## src/rtl/div_ctrl.sv

```systemverilog
// Multi-cycle restoring divider for MIPS DIV/DIVU in EX.
// Stalls the pipe while iterating, then pulses ready with {HI, LO}.
module div_ctrl (
  input  logic        clk,
  input  logic        resetn,
  input  logic        start,
  input  logic        signed_div,
  input  logic [31:0] opdata1,
  input  logic [31:0] opdata2,
  input  logic        annul,
  output logic        stall_o,
  output logic        ready_o,
  output logic [63:0] result_o
);

  typedef enum logic [1:0] {
    S_IDLE,
    S_ZERO,
    S_RUN,
    S_DONE
  } state_e;

  state_e      state_q;
  logic [5:0]  cnt_q;
  logic [64:0] wr_q;
  logic [31:0] dvsr_q;
  logic        qsign_q;
  logic        rsign_q;
  logic [63:0] result_q;
  logic        ready_q;

  logic [64:0] sh;
  logic [32:0] diff;
  logic [64:0] step;
  logic [31:0] quo;
  logic [31:0] rem;
  logic [31:0] lo_fix;
  logic [31:0] hi_fix;
  logic [31:0] abs_a;
  logic [31:0] abs_b;

  // One restoring iteration on {rem, quo}
  always_comb begin
    sh   = wr_q << 1;
    diff = sh[64:32] - {1'b0, dvsr_q};
    step = sh;
    if (!diff[32]) begin
      step = {diff, sh[31:1], 1'b1};
    end
    quo    = step[31:0];
    rem    = step[63:32];
    lo_fix = qsign_q ? -quo : quo;
    hi_fix = rsign_q ? -rem : rem;
  end

  always_comb begin
    abs_a = opdata1;
    abs_b = opdata2;
    if (signed_div && opdata1[31]) begin
      abs_a = -opdata1;
    end
    if (signed_div && opdata2[31]) begin
      abs_b = -opdata2;
    end
  end

  always_ff @(posedge clk or negedge resetn) begin
    if (!resetn) begin
      state_q  <= S_IDLE;
      cnt_q    <= '0;
      wr_q     <= '0;
      dvsr_q   <= '0;
      qsign_q  <= 1'b0;
      rsign_q  <= 1'b0;
      result_q <= '0;
      ready_q  <= 1'b0;
    end else begin
      ready_q <= 1'b0;
      case (state_q)
        S_IDLE: begin
          if (start && !annul) begin
            wr_q    <= {33'b0, abs_a};
            dvsr_q  <= abs_b;
            qsign_q <= signed_div & (opdata1[31] ^ opdata2[31]);
            rsign_q <= signed_div & opdata1[31];
            cnt_q   <= '0;
            state_q <= (opdata2 == 32'd0) ? S_ZERO : S_RUN;
          end
        end
        S_ZERO: begin
          if (annul) begin
            state_q <= S_IDLE;
          end else begin
            state_q  <= S_DONE;
            ready_q  <= 1'b1;
            result_q <= {wr_q[31:0], 32'hFFFF_FFFF};
          end
        end
        S_RUN: begin
          if (annul) begin
            state_q <= S_IDLE;
          end else begin
            wr_q  <= step;
            cnt_q <= cnt_q + 6'd1;
            if (cnt_q == 6'd31) begin
              state_q  <= S_DONE;
              ready_q  <= 1'b1;
              result_q <= {hi_fix, lo_fix};
            end
          end
        end
        S_DONE: begin
          state_q <= S_IDLE;
        end
        default: begin
          state_q <= S_IDLE;
        end
      endcase
    end
  end

  // A flush landing on DONE suppresses the HI/LO write
  assign ready_o  = ready_q & ~annul;
  assign result_o = result_q;
  assign stall_o  = ((state_q == S_IDLE) & start & ~annul)
                  | (state_q == S_ZERO)
                  | (state_q == S_RUN);

endmodule

```

## config.mk

```make
export PLATFORM = sky130hd
export DESIGN_NAME = div_ctrl
export DESIGN_NICKNAME = d
export VERILOG_FILES = /design/src/rtl/div_ctrl.sv
export SDC_FILE = /design/constraint.sdc
export NUM_CORES = 1
export LEC_CHECK = 0
export CAP_MARGIN = 30
export CORE_UTILIZATION = 50
export DETAILED_ROUTE_END_ITERATION = 10
export PLACE_DENSITY = 0.69
export SLEW_MARGIN = 15
export SYNTH_ARGS = -nofsm -noshare
export SYNTH_HDL_FRONTEND = slang
export SYNTH_SLANG_ARGS = --single-unit
```

## constraint.sdc

```tcl
create_clock -name clk -period 8.5 [get_ports clk]
set_clock_uncertainty 0.05 [all_clocks]
set_input_delay 1.7 -clock clk [delete_from_list [all_inputs] [get_ports clk]]
set_output_delay 1.7 -clock clk [all_outputs]
set_load 0.1 [all_outputs]
```

==> results of run 1 <==
per-layer routing:
metal	global-route usage [%]	part of all wire (%)
met1	43.3	46
met2	48.5	47
met3	3.89	6.2
met4	7.32	1.6
met5	0	0
flip-flops by register name, summed over array words and instances, names as in the netlist:
| name | flops |
|---|---|
| qsign_q | 1 |
| ready_q | 1 |
| state_q | 2 |
| wr_q | 64 |
| cnt_q | 6 |
| result_o | 64 |
| dvsr_q | 32 |
| rsign_q | 1 |
placed cells by master, fill, tap and decap left out, types with 8 or more instances in the layout:
cell type,synthesis,layout
sky130_fd_sc_hd__a221o_1,23,23
sky130_fd_sc_hd__nor2_1,119,118
sky130_fd_sc_hd__clkbuf_16,0,17
sky130_fd_sc_hd__nor2b_1,9,9
sky130_fd_sc_hd__clkdlybuf4s50_1,0,133
sky130_fd_sc_hd__xor2_1,66,66
sky130_fd_sc_hd__nor3_1,28,27
sky130_fd_sc_hd__or3_1,18,17
sky130_fd_sc_hd__buf_4,5,14
sky130_fd_sc_hd__o211ai_1,15,15
sky130_fd_sc_hd__o21a_1,8,8
sky130_fd_sc_hd__dfrtp_1,171,171
sky130_fd_sc_hd__xnor2_1,66,66
sky130_fd_sc_hd__inv_1,54,54
sky130_fd_sc_hd__ha_1,40,39
sky130_fd_sc_hd__and2_1,8,8
sky130_fd_sc_hd__nor4_1,14,14
sky130_fd_sc_hd__nand3_1,50,50
sky130_fd_sc_hd__o41ai_1,16,16
sky130_fd_sc_hd__a21o_1,31,31
sky130_fd_sc_hd__mux2i_1,32,32
sky130_fd_sc_hd__and3_1,15,15
sky130_fd_sc_hd__nand2_1,230,230
sky130_fd_sc_hd__a21oi_1,170,168
sky130_fd_sc_hd__a211oi_1,10,10
sky130_fd_sc_hd__o21ai_0,132,132
sky130_fd_sc_hd__or4_1,16,16
sky130_fd_sc_hd__o31ai_1,21,21
sky130_fd_sc_hd__nand2b_1,17,17
sky130_fd_sc_hd__nand4_1,12,12
worst max-delay path: stages (launching register included):
cell	delay (ns)
sky130_fd_sc_hd__dfrtp_1	0.41
sky130_fd_sc_hd__inv_1	0.08
sky130_fd_sc_hd__ha_1	0.18
sky130_fd_sc_hd__inv_1	0.07
sky130_fd_sc_hd__fa_1	0.43
sky130_fd_sc_hd__nand3_1	0.15
sky130_fd_sc_hd__a211oi_2	0.13
sky130_fd_sc_hd__o21ba_1	0.27
sky130_fd_sc_hd__o31a_4	0.32
sky130_fd_sc_hd__a22o_1	0.31
sky130_fd_sc_hd__nor2_4	0.15
sky130_fd_sc_hd__buf_4	0.49
sky130_fd_sc_hd__inv_2	0.43
sky130_fd_sc_hd__a21oi_1	0.34
sky130_fd_sc_hd__ha_1	0.25
sky130_fd_sc_hd__o21ai_0	0.10
sky130_fd_sc_hd__or4b_4	0.58
sky130_fd_sc_hd__nor4_2	0.28
sky130_fd_sc_hd__a41oi_1	0.26
sky130_fd_sc_hd__nor4_1	0.58
sky130_fd_sc_hd__nand4_1	0.19
sky130_fd_sc_hd__a32o_1	0.30
cells by family after synthesis:
| logic type | share of synthesized area, % |
|---|---|
| flops | 32.8 |
| simple gates | 20.6 |
| mux | 2.89 |
| buf+inv | 5.02 |
| fa+ha+maj | 3.99 |
| compound gates | 25.9 |
| xor+xnor | 8.86 |
final cells by class:
class / count / area (µm²) / area share, %
tap: 330 / 413 / 2.73
clock inverter: 15 / 150 / 0.992
multi-input combinational: 1297 / 8160 / 53.9
timing repair buffer: 150 / 1500 / 9.88
inverter: 55 / 206 / 1.36
sequential: 171 / 4280 / 28.3
clock buffer: 17 / 425 / 2.81
metrics by stage:
step / cells / util [%] / setup slack [ns] / instance area [µm²] / hold slack (ns)
6_report: 2035 / 59.6 / 2.00 / 15100 / 0.430
5_1_grt: 2035 / 59.6 / 1.63 / 15100 / 0.442
4_1_cts: 2033 / 59.4 / 2.09 / 15100 / 0.433
3_5_place_dp: 2001 / 57.1 / 2.20 / 14500 / 0.417
3_3_place_gp: 2001 / 57.1 / 2.21 / 14500 / 0.409
2_1_floorplan: 1629 / - / 3.11 / 13000 / 0.400
final timing paths:
check / to / from / cells after the start / slack, ns
worst max-delay path: result_o[60] / wr_q[31] / 21 / 2.00
worst min-delay path: result_o[46] / result_o[46] / 1 / 0.43
worst max register to register: result_o[60] / wr_q[31] / 21 / 2.00
worst min register to register: result_o[46] / result_o[46] / 1 / 0.43
max in group asynchronous: dvsr_q[2] / resetn / 2 / 5.93
min in group asynchronous: result_o[17] / resetn / 1 / 1.18
==> results.md, run 1 <==
- The critical path is of the flop to flop type.
- The flow ran to the end, and the final reports show no timing, DRC or antenna violations.
- The normalized max-slew margin is a little under a third.
- The placer congestion estimate is 0.910.
- Of all cell types, the one taking the most synthesized area is sky130_fd_sc_hd__dfrtp_1.
- The total negative slack is 0 ns.
- For the pin with the worst max-slew slack, the measured transition is approximately 1.0 ns.
- The core region area is 25400 µm².
- The worst path uses 76.4% of the clock period.
- Summed over all layers, the routed wires come to 40.2 mm.
- The die covers 26700 µm².
- Setup repair after global routing left no endpoint under its margin.
- Relative to the synthesized area, the layout overhead comes to 16.0%.
- Clock latency on the worst-skew pair, taken at its later pin, is 0.45 ns.
- The post-synthesis cell count is around 1.6k.
- In the post-synthesis netlist, the cell with the most instances is sky130_fd_sc_hd__nand2_1.
- The floorplan has 58 rows.
- The clock drives 171 sinks.
- The hold violation count in the final report is 0.
- The first TritonRoute pass finished after 7 iterations.
- For this configuration, the core starts out at a cell density of between 50% and 60%.
- The maximum clock rate is about 150 MHz.
- In this run the horizontal extent of the chip is 164 µm.
- The count of buffers added on input and output ports is 134.
- In this run the mean area of a mapped cell was 8.01 µm².
- The most used flip-flop cell after synthesis is sky130_fd_sc_hd__dfrtp_1.
- Setup violations remaining at the end of the flow were counted as 0.
- The number of gates resized after CTS is 0.
- The first routing iteration left 1223 violations.
- At the worst endpoint, the required time is 8.78 ns.
- The shortest clock period the worst path allows after layout is 6.50 ns.
- STA puts the critical path data arrival time at 6.78 ns.
- The post-CTS clock slew at the launch and capture registers of the worst setup and hold paths is 0.08 ns.
- From bottom edge to top edge, the die measures 164 µm.
- The initial antenna violation count came to 0.
- Once detail routing completed, the nets flagged for antenna violations numbered 0.
- The routed layout has 12.6k vias.
- The filler cells instantiated in the layout total 2351.
- The number of hold buffers added after cts is 0.
- In this run the cell area of the synthesized design comes to 13000 µm².
- The number of warnings printed during yosys synthesis is 0.
- Entering global routing, the biggest net connects 75 pins.
- The sequential cell area fraction in the yosys report is between 30% and 40%.
- In the post-synthesis netlist, the biggest area contributors are sky130_fd_sc_hd__dfrtp_1 33%, sky130_fd_sc_hd__nand2_1 6.6%, sky130_fd_sc_hd__a21oi_1 6.5%, sky130_fd_sc_hd__o21ai_0 5.1%, sky130_fd_sc_hd__xnor2_1 4.4%.
- The HPWL after detailed placement is 29.7 mm.
- The cell at the root of the clock tree is sky130_fd_sc_hd__clkbuf_16.
- Clock tree synthesis inserted a total of 17 buffers.
- After detailed routing, the average wire length per cell comes to 19.8 µm.
- The max-capacitance violation count is 0.
- In this run the post-CTS setup repair buffer count came out at 0.
- The number of enable flip-flop cells after synthesis is 0.
- The share of Yosys cell area claimed by the top area cell type is between 30% and 40%.
- The final antenna diode count is 0.
- The final count of pins violating max slew is 0.
- The top-level port count is approximately 140.
- In the routed layout, each cell is associated on average with a via count of 6.21.
- The count of H-tree levels built during CTS is 4.
- The worst setup path is captured at a flop.
- The overall fraction of global-route tracks in use is 30.3%.
- In this run, synthesis produced a sequential element count of 171.
- For this run, design rule violations remaining after detail routing come to 0.
- The layout cell share with drive strength beyond 1 is 5.81%.
- The via count of the first global-routing pass is 11.7k.
- The commonest cells after synthesis are 230 x sky130_fd_sc_hd__nand2_1, 171 x sky130_fd_sc_hd__dfrtp_1, 170 x sky130_fd_sc_hd__a21oi_1.
- The CTS tree is built.
- For this run, the post-layout net count is between 1.5k and 2k.
- The maximum count of clock buffers along a single path is 2.
- The total overflow left after global routing is 0.
- The worst-path maximum fanout is 42.
- The count of different cell masters after synthesis is 90.
- The net count after synthesis is 1739.
- For this run, asynchronously set or reset flops after synthesis account for 100%.
- The category of the worst setup path launch point is a flop.
- The wire length of the first global-routing pass is 63.4 mm.
- The worst hold path belongs to the class flop to flop.
Power of run 1 is not shown: default switching activity piles up to over one toggle a cycle in this logic, so the estimate is an artifact.
==> inputs of run 2 (changes only) <==
PLACE_DENSITY = 0.71   (was 0.69)
clock period = 5.5 ns   (was 8.5 ns; I/O delays follow)
==> run 2 against run 1 <==
Via count increased by 0.42%. Cell area increased by 1.3%. Worst setup slack got worse by 1.8 ns. Worst hold slack gained 0.0020 ns. Flip-flop and latch count stayed put. Register-to-register slack got worse by 1.8 ns. Cell count is 0.54% higher. Maximum frequency rose by 23%. Clock-buffer cell count stayed put.
==> results.md, run 2 (synthesis results as in run 1) <==
- The count of buffers inserted at the top-level ports was 134 (unchanged).
- The detailed-route wire length per cell is 19.8 µm (about the same).
- The path category of the worst min-delay check is flop to flop (unchanged).
- The category of the worst setup path launch point was a flop (unchanged).
- The category of the critical setup timing path was flop to flop (unchanged).
- The top-level port count is 135 (unchanged).
- The critical path's slowest cell was sky130_fd_sc_hd__or4b_4 (unchanged).
- The aggregate routed wire length is 40.6 mm (was 40.2 mm).
- The final antenna diode count is 0 (unchanged).
- The critical path capture point is result_o[54] (was result_o[60]).
- The transition time at the pin with the least slew margin came to 0.998 ns (was 1.03 ns).
- The depth of the most critical reg-to-reg path came to 21 (unchanged).
- The cell at the root of the clock tree is sky130_fd_sc_hd__clkbuf_16 (unchanged).
- The max-capacitance violation count is 0 (unchanged).
- The layout overhead on the synthesized area is 17.5% (was 16.0%).
- The count of buffers added by post-CTS timing repair for setup is 0 (unchanged).
- The placer congestion estimate is 0.932 (was 0.910).
- The final count of pins violating max slew is 0 (unchanged).
- The clock latency reported for the late side of the worst-skew pair came to 0.45 ns (about the same).
- The post-CTS clock slew at the launch and capture registers of the worst setup and hold paths is 0.08 ns (about the same).
- The initial core utilization was 51.4% (unchanged).
- The half-perimeter wire length of the detailed placement result is 30.1 mm (was 29.7 mm).
- The setup slack on the worst flop-to-flop path was 0.24 ns (was 2.00 ns).
- The worst-path maximum fanout is 9 (was 42).
- The global-route congestion overflow total was 0 (unchanged).
- The total iterations of the first detailed-routing run was 5 (was 7).
- The final instance area is 15300 µm² (was 15100 µm²).
- The final-layout fill cell count is 2325 (was 2351).
- The terminus of the critical flop-to-flop path is result_o[54] (was result_o[60]).
- The largest net degree at the start of global routing was 86 (was 75).
- The placement-stage cell area came to 14600 µm² (was 14500 µm²).
- The hold violation count in the final report is 0 (unchanged).
- The iteration-0 DRC count of the detailed router is 1157 (was 1223).
- The detailed-route DRC error count was 0 (unchanged).
- The delay contributed by the slowest stage of the critical path was 0.60 ns (was 0.58 ns).
- The normalized max-slew margin is 33.3% (was 31.6%).
- The maximum clock rate is 190 MHz (was 154 MHz).
- The post-route worst setup slack is 0.239 ns (was 2.00 ns).
- The total CTS buffers came to 17 (unchanged).
- The kind of cell with the highest combined delay on the critical path is compound AO/OA/AOI/OAI gates (unchanged).
- CP Cell Sequence: inv_1 > ha_1 > inv_1 > fa_2 > nand3_2 > a211oi_2 > o21ba_1 > o31a_4 > a211oi_4 > nor2_4 > inv_4 > mux2i_2 > ha_2 > o21ai_0 > or4b_4 > nor4_4 > a41oi_2 > or4b_1 > a21o_1 > a31oi_1 > a21o_1 (was inv_1 > ha_1 > inv_1 > fa_1 > nand3_1 > a211oi_2 > o21ba_1 > o31a_4 > a22o_1 > nor2_4 > buf_4 > inv_2 > a21oi_1 > ha_1 > o21ai_0 > or4b_4 > nor4_2 > a41oi_1 > nor4_1 > nand4_1 > a32o_1).
- The full die area is 26700 µm² (unchanged).
- The CTS tree was built (unchanged).
- The setup violation total in the final timing report is 0 (unchanged).
- The number of gates on the worst path with buffers counted is 21 (unchanged).
- The data required time at the worst endpoint is 5.84 ns (was 8.78 ns).
- The core region area is 25400 µm² (unchanged).
- The number of gates resized after CTS was 0 (unchanged).
- The initial antenna violation count came to 0 (unchanged).
- The final period utilization is 95.7% (was 76.4%).
- Unrepaired setup endpoints after global routing: no (unchanged).
- The layout cell share with drive strength beyond 1 came to 6.93% (was 5.81%).
- The count of H-tree levels built during CTS came to 4 (unchanged).
- The number of routed nets with antenna violations was 0 (unchanged).
- The via count of the first global-routing pass is 11.9k (was 11.7k).
- The post-placement setup slack is 0.108 ns (was 2.20 ns).
- The final cell utilization of the core is 60.4% (was 59.6%).
- The detailed-route vias per instance came to 6.20 (was 6.21).
- The number of placement rows is 58 (unchanged).
- The overall fraction of global-route tracks in use was 30.6% (was 30.3%).
- The leading cell type in the layout, fill and taps excluded is sky130_fd_sc_hd__nand2_1 (unchanged).
- The worst endpoint data arrival time is 5.60 ns (was 6.78 ns).
- The wire length of the first global-routing pass is 64.1 mm (was 63.4 mm).
- The number of hold buffers added after cts is 0 (unchanged).
- The startpoint of the worst-slack reg-to-reg timing path is wr_q[31] (unchanged).
- The shortest clock period the worst path allows after layout is 5.26 ns (was 6.50 ns).
- The kind of capture point of the worst setup path is a flop (unchanged).
- The vertical die dimension is 164 µm (unchanged).
- The vias after detailed routing is 12.7k (was 12.6k).
- The number of nets in the layout was 1813 (was 1802).
- The buffering stage count on the worst path with inverters included was 3 (was 4).
- The horizontal die dimension is 164 µm (unchanged).
- The total negative slack came to 0 ns (unchanged).
- Most frequent cells in the layout: 230 x sky130_fd_sc_hd__nand2_1, 171 x sky130_fd_sc_hd__dfrtp_1, 167 x sky130_fd_sc_hd__a21oi_1, 132 x sky130_fd_sc_hd__o21ai_0, 132 x sky130_fd_sc_hd__clkdlybuf4s50_1 (was 230 x sky130_fd_sc_hd__nand2_1, 171 x sky130_fd_sc_hd__dfrtp_1, 168 x sky130_fd_sc_hd__a21oi_1, 133 x sky130_fd_sc_hd__clkdlybuf4s50_1, 132 x sky130_fd_sc_hd__o21ai_0).
- The worst setup path startpoint is wr_q[31] (unchanged).
- The clock net sink count is 171 (unchanged).
- The maximum count of clock buffers along a single path is 2 (unchanged).
- Status: complete, no violations (unchanged).
run 2: worst min path at each step:
| stage | startpoint | end | depth (start not counted) |
|---|---|---|---|
| after floorplan | dvsr_q[10] | dvsr_q[10] | 2 |
| after global placement | result_o[47] | result_o[47] | 1 |
| after detailed placement | result_o[38] | result_o[38] | 1 |
| after CTS | result_o[59] | result_o[59] | 1 |
| after global routing | result_o[59] | result_o[59] | 1 |
| final | dvsr_q[1] | dvsr_q[1] | 2 |
run 2: final cells by class:
class                      count  area [µm²]  area share [%]
clock buffer                  17         425            2.77
clock inverter                15         193            1.26
inverter                      55         209            1.36
multi-input combinational   1297        8210            53.5
sequential                   171        4280            27.9
tap                          330         413            2.69
timing repair buffer         161        1610            10.5
run 2: tightest hold or removal path: stages, from the launching register on:
cell and delay, ns:
sky130_fd_sc_hd__dfrtp_1 0.35, sky130_fd_sc_hd__nand2_1 0.04, sky130_fd_sc_hd__o21ai_0 0.06
run 2: stage by stage:
step,hold WS (ns),std cells
floorplan,0.400,1629
global placement,0.408,2010
detailed placement,0.415,2010
CTS,0.437,2042
global route,0.449,2046
finish,0.432,2046
run 2: metal layers:
| layer | vias to the layer above | routed length, µm | track usage, % |
|---|---|---|---|
| li1 | 6026 | - | - |
| met1 | 6201 | 18600 | 43.5 |
| met2 | 414 | 19100 | 49.1 |
| met3 | 50 | 2200 | 3.71 |
| met4 | 0 | 670 | 8.00 |
| met5 | - | 0 | 0 |
Power of run 2 is left out for the same reason.
